===== config.mk =====
export PLATFORM = sky130hd
export DESIGN_NAME = hazard_ctrl
export DESIGN_NICKNAME = d
export VERILOG_FILES = /design/src/rtl/hazard_ctrl.sv
export SDC_FILE = /design/constraint.sdc
export NUM_CORES = 1
export LEC_CHECK = 0
export ABC_AREA = 1
export CAP_MARGIN = 20
export CORE_ASPECT_RATIO = 0.75
export CORE_MARGIN = 2
export CORE_UTILIZATION = 50
export CTS_BUF_LIST = sky130_fd_sc_hd__clkbuf_4
export CTS_CLUSTER_SIZE = 16
export DETAILED_ROUTE_END_ITERATION = 12
export HOLD_SLACK_MARGIN = 0.06
export PLACE_DENSITY = 0.93
export SLEW_MARGIN = 20
export SYNTH_ARGS = -nofsm -noshare
export SYNTH_HDL_FRONTEND = slang
export SYNTH_SLANG_ARGS = --single-unit
export TNS_END_PERCENT = 5

===== constraint.sdc =====
create_clock -name clk -period 3.9 [get_ports clk]
set_input_delay 0.975 -clock clk [delete_from_list [all_inputs] [get_ports clk]]
set_output_delay 0.975 -clock clk [all_outputs]
set_load 0.05 [all_outputs]

===== src/rtl/hazard_ctrl.sv =====
// Pipeline hazard controller: load-use stall, taken-branch flush and data-memory
// wait freeze with a sticky timeout flag and a saturating stall-cycle counter.
module hazard_ctrl #(
    parameter int unsigned TIMEOUT = 16
) (
    input  logic        clk,
    input  logic        rst,
    input  logic [4:0]  RsIF2ID,
    input  logic [4:0]  RtIF2ID,
    input  logic [4:0]  RtID2EX,
    input  logic        MemReadID2EX,
    input  logic        BranchTaken,
    input  logic        MemReq,
    input  logic        MemReady,
    output logic        PCWrite,
    output logic        IFIDWrite,
    output logic        IDEXBubble,
    output logic        IFIDFlush,
    output logic        IDEXFlush,
    output logic        PipeFreeze,
    output logic        MemTimeout,
    output logic [15:0] StallCount
);

    localparam int unsigned CNT_W   = 8;
    localparam int unsigned STALL_W = 16;
    localparam logic [CNT_W-1:0]   CNT_MAX   = {CNT_W{1'b1}};
    localparam logic [CNT_W-1:0]   TIMEOUT_W = CNT_W'(TIMEOUT);
    localparam logic [STALL_W-1:0] STALL_MAX = {STALL_W{1'b1}};

    typedef enum logic {
        S_RUN     = 1'b0,
        S_MEMWAIT = 1'b1
    } state_t;

    state_t             r_state;
    state_t             w_state_nxt;
    logic [CNT_W-1:0]   r_wait_cnt;
    logic [CNT_W-1:0]   w_wait_inc;
    logic               r_timeout;
    logic [STALL_W-1:0] r_stall_cnt;
    logic               w_load_use;
    logic               w_mem_block;

    assign w_load_use = MemReadID2EX && (RtID2EX != 5'd0) &&
                        ((RtID2EX == RsIF2ID) || (RtID2EX == RtIF2ID));

    // Once waiting, only MemReady releases the freeze; MemReq is not re-examined.
    assign w_mem_block = (r_state == S_RUN) ? (MemReq && !MemReady) : !MemReady;

    assign w_wait_inc  = (r_wait_cnt == CNT_MAX) ? r_wait_cnt : r_wait_cnt + CNT_W'(1);

    // Next-state and zero-latency control decode; freeze outranks branch outranks load-use.
    always_comb begin
        w_state_nxt = r_state;
        PCWrite     = 1'b1;
        IFIDWrite   = 1'b1;
        IDEXBubble  = 1'b0;
        IFIDFlush   = 1'b0;
        IDEXFlush   = 1'b0;
        PipeFreeze  = 1'b0;
        if (w_mem_block) begin
            w_state_nxt = S_MEMWAIT;
            PipeFreeze  = 1'b1;
            PCWrite     = 1'b0;
            IFIDWrite   = 1'b0;
        end else begin
            w_state_nxt = S_RUN;
            if (BranchTaken) begin
                IFIDFlush = 1'b1;
                IDEXFlush = 1'b1;
            end else if (w_load_use) begin
                PCWrite    = 1'b0;
                IFIDWrite  = 1'b0;
                IDEXBubble = 1'b1;
            end
        end
    end

    always_ff @(posedge clk or negedge rst) begin
        if (!rst) begin
            r_state <= S_RUN;
        end else begin
            r_state <= w_state_nxt;
        end
    end

    // Wait counter and sticky timeout; the flag sets on the edge the count reaches TIMEOUT.
    always_ff @(posedge clk or negedge rst) begin
        if (!rst) begin
            r_wait_cnt <= '0;
            r_timeout  <= 1'b0;
        end else if (w_mem_block) begin
            if (r_state == S_RUN) begin
                r_wait_cnt <= CNT_W'(1);
            end else begin
                r_wait_cnt <= w_wait_inc;
                if (w_wait_inc >= TIMEOUT_W) begin
                    r_timeout <= 1'b1;
                end
            end
        end
    end

    always_ff @(posedge clk or negedge rst) begin
        if (!rst) begin
            r_stall_cnt <= '0;
        end else if (!PCWrite && (r_stall_cnt != STALL_MAX)) begin
            r_stall_cnt <= r_stall_cnt + STALL_W'(1);
        end
    end

    assign MemTimeout = r_timeout;
    assign StallCount = r_stall_cnt;

endmodule


# After elaboration in Yosys (flattened, before gate mapping)
# Cells that the tools add are included.
dict set report word_totals {
  regBits 26
}
dict set report classes {
  n_mux 12
  n_lt_le_gt_ge 1
  n_addsub 2
  n_eq_ne 4
  n_reduce_logical 9
}
# cell count
set ops {}
lappend ops {{$add A16 B1 Y16 const B} 1}
lappend ops {{$mux W8} 2}
lappend ops {{$ne A16 B16 Y1 const B} 1}
lappend ops {{$eq A5 B5 Y1} 2}
lappend ops {{$mux W1} 10}
lappend ops {{$add A8 B1 Y8 const B} 1}
lappend ops {{$eq A8 B8 Y1 const B} 1}
lappend ops {{$ge A8 B5 Y1 const B} 1}
lappend ops {{$reduce_bool A5 Y1} 1}
lappend ops {{$logic_and A1 B1 Y1} 4}
lappend ops {{$reduce_and A3 Y1} 1}
lappend ops {{$logic_not A1 Y1} 2}
lappend ops {{$logic_or A1 B1 Y1} 1}

# Depth between registers and ports, before layout
dict set report logic_depth {
  word_depth 8
  depth_mapped 12
  mapped_depth_nobuf 11
}

# Least setup slack after synthesis
# Ideal clock, no wire load.
dict set report synth_timing {
  kind {input -> output}
  start {input MemReady}
  end {output IFIDFlush}
  path_stages 7
  path_buffers 1
  setup_slack_ns -0.136
  t_arrival_ns 3.061
  cell_sequence {inv_1 -> nand3_1 -> inv_1 -> nor2_1 -> clkinv_1 -> nor2_1 -> buf_4}
}
dict set report synth_via {
  elab_chain_len 4
}
# item line_no
set synth_rtl {}
lappend synth_rtl {{start, declared} 14} ;# input logic MemReady,
lappend synth_rtl {{$logic_not A1 Y1 (*)} 49} ;# assign w_mem_block = (r_state == S_RUN) ? (MemReq && !MemReady) : !MemReady;
lappend synth_rtl {{$logic_and A1 B1 Y1} 49}
lappend synth_rtl {{$mux W1 (*)} 49}
lappend synth_rtl {{$mux W1 (*)} -}
lappend synth_rtl {{end, declared} 18} ;# output logic IFIDFlush,
# Every way passes the cells marked *; elsewhere a longest branch is shown, timed or not.

# Worst setup path in the final report
dict set report layout_timing {
  start {input MemReady}
  end {output IFIDFlush}
}
dict set report layout_via {
  elab_chain_len 4
}
# item line_no
set layout_rtl {}
lappend layout_rtl {{$logic_not A1 Y1 (*)} 49}
lappend layout_rtl {{$logic_and A1 B1 Y1} 49}
lappend layout_rtl {{$mux W1 (*)} 49}
lappend layout_rtl {{$mux W1 (*)} 62} ;# if (w_mem_block) begin
# Marked as above.

==> results.txt <==
----------------------------------------------------
[Global route]
  Busiest layer in global routing ... met2
  Number of global-route vias before repair ... 1,831
  GR met1 Demand/Resource ... 0.3441
  First-pass GRT wire length ... 8024 um
  Antenna violations before repair ... 0
  Met2 GRT Util ... 0.3945
  Global route total overflow ... 0
  GRT Resource Usage Total ... 0.2493
  Met3 Resource Use GR ... 0.05292
  Pin count of the biggest net entering global routing ... 27

[Timing]
  Final hold violations ... 0
  Final worst-path cycle share ... 0.9082
  Fin Clk Skew ... 0.02076 ns
  Post-layout minimum cycle time ... 3.542 ns
  Worst Max-Slew Pin Slew ... 0.5206 ns
  Max_slew headroom ... 0.6518
  Final Slew Violations ... 0
  RSZ-0062 raised after global routing ... false
  Final setup violation count ... 0
  Total negative setup slack ... 0 ns
  Worst hold slack ... 0.5521 ns
  Maximum operating frequency ... 282.3 MHz

[Route]
  DR pass1 iterations ... 6
  Total wirelength of the detailed-routed design ... 4637 um
  Average via count per standard cell ... 5.375
  Avg WL per Cell ... 13.48 um
  DRC marker count from the first detailed-route iteration ... 191
  Total number of vias ... 1,849
  DRC violations left ... 0
  Number of nets with antenna violations after routing ... 0

[Clock tree]
  Clock-pin transition on the worst setup and hold timing paths ... 0.13 ns
  Post-CTS Hold Fix Bufs ... 0
  Clock sink total ... 26
  Total CTS buffers ... 3
  Count of cells resized by post-cts repair ... 0
  CTS Buffer Depth ... 2
  # Post-CTS Setup Buffers ... 0
  Root cell of the clock tree ... clkbuf_4
  TritonCTS clock tree ... yes
  Skew-Pair Late Insertion Delay ... 0.34 ns
  Max H-tree Level ... 1

[Cells and area]
  Antenna Diode Count ... 0
  Post-Layout Cell Count ... 344
  Commonest cells after routing, fill and taps aside ... nand2_1, nand3_1, clkdlybuf4s50_1
  Core Util, Final ... 0.7012
  Post-synthesis to final-layout area growth ... 32.76%
  Leading cell type in the layout, fill and taps excluded ... nand2_1
  Number of nets at the end of the flow ... 328
  Layout cell share with drive strength beyond 1 ... 0.08224
  Filler cell count ... 266

[Synthesis]
  Warnings from Yosys ... 0
  Synthesized area per cell ... 6.823 um^2
  Unique cell type count in the Yosys netlist ... 26
  Share of flip-flops with an asynchronous set or reset ... 1.000
  EDFF count, synth ... 0
  Gate Count Post-Synth ... 258
  Leading register cell type out of synthesis ... dfrtp_1
  Synthesized area ... 1760 um^2
  Synthesized flop and latch total ... 26
  Sequential-to-total area share from yosys stat ... 0.3696
  Number of nets produced by synthesis ... 281

[Die]
  Die area ... 4016 um^2
  Die outline height ... 55.39 um
  Initial Util ... 0.5282
  Standard-cell row count ... 18
  Core area ... 3333 um^2
  Die width ... 72.52 um
  Top Ports ... 44

[Placed design]
  Number of buffer cells added on primary ports ... 43
  Placed cell count ... 340
  Placer Congestion ... 1.006
  DPL Wire Length ... 3463 um

[Setup path]
  Endpoint arrival time on the critical path ... 2.57 ns
  Kind of start point of the critical path ... input pin
  Nature of the critical path endpoint ... output pin
  Class of the most critical setup path ... in -> out
  Data required time at the worst endpoint ... 2.92 ns
  CP Max Fanout ... 3

[Pwr]
  Leakage component of the power ... 1.151 nW
  P per Cell Area ... 357.4 nW/um^2
  Peak supply drop ... 0.0003346 V
  Overall Power ... 0.8353 mW

[Flow run]
  Max-cap violations ... 0

[Run status]
  Run status ... complete, no violations

[Min path]
  Min-Delay Path Class ... reg -> reg

----------------------------------------------------
[logic make-up after synthesis]
kind of cell	after synthesis	synth area share
and+or+nand+nor	157	0.3923
buffers and inverters	45	0.1059
DFF	26	0.3696
xor gates and xnor gates	16	0.07960
AOI/OAI and AO/OA	12	0.03838
adders and majority gates	2	0.01421
[layout make-up]
class,count,area [um^2],area share
clock inverters,1,30.03,0.01285
repair buffers,47,508.0,0.2173
clock buffers,3,22.52,0.009636
well taps,40,50.05,0.02141
multi-input cells,187,925.9,0.3961
inverters,40,150.1,0.06424
flip-flops and latches,26,650.6,0.2784
[report_power, final]
group / total, mW / internal, mW / switching [mW] / leakage (nW)
Combinational: 0.306 / 0.117 / 0.189 / 0.776
Sequential: 0.340 / 0.298 / 0.0422 / 0.347
Clock: 0.189 / 0.104 / 0.0848 / 0.0279
Total: 0.835 / 0.519 / 0.316 / 1.15
[final timing paths]
path / startpoint / end / slack [ns] / depth (start not counted)
worst max register to register: StallCount[0] / StallCount[9] / 1.91 / 9
worst max-delay path: MemReady / IFIDFlush / 0.36 / 8
max in group asynchronous: rst / StallCount[5] / 2.64 / 2
min in group asynchronous: rst / r_wait_cnt[4] / 0.99 / 2
worst min-delay path: StallCount[7] / StallCount[7] / 0.55 / 2
worst min register to register: StallCount[7] / StallCount[7] / 0.55 / 2
[routing by layer]
metal	up-vias	routed length (um)
li1	901	-
met1	846	2114
met2	87	2064
met3	15	338
met4	0	121
met5	-	0
[critical path, cell delays in order]
cell	delay, ns
clkdlybuf4s50_1	0.47
inv_1	0.04
nand3_1	0.12
inv_1	0.09
nor2_1	0.25
clkinv_1	0.20
nor2_2	0.24
buf_12	0.17
[registers in the layout, indices dropped and copies added (netlist names)]
register / flops
r_wait_cnt: 8
MemTimeout: 1
r_state: 1
StallCount: 16
[cells in the mapped netlist, types with 3 or more instances]
master   instances  share of area
o21ai_0          6          0.017
inv_2            3         0.0064
nor2_1          23          0.049
nor3_1           7          0.020
inv_1           36          0.077
xnor2_1          6          0.030
nand2_1         80           0.17
nand3_1         37           0.11
dfrtp_1         26           0.37
xor2_1          10          0.050
[metrics by stage]
step	worst slack, ns	instance area (um^2)
5_1_grt	0.2918	2337
3_3_place_gp	0.4732	2285
2_1_floorplan	0.1211	1763
4_1_cts	0.3871	2337
3_5_place_dp	0.3866	2285
6_report	0.3579	2337
(Power assumes the default switching activity.)
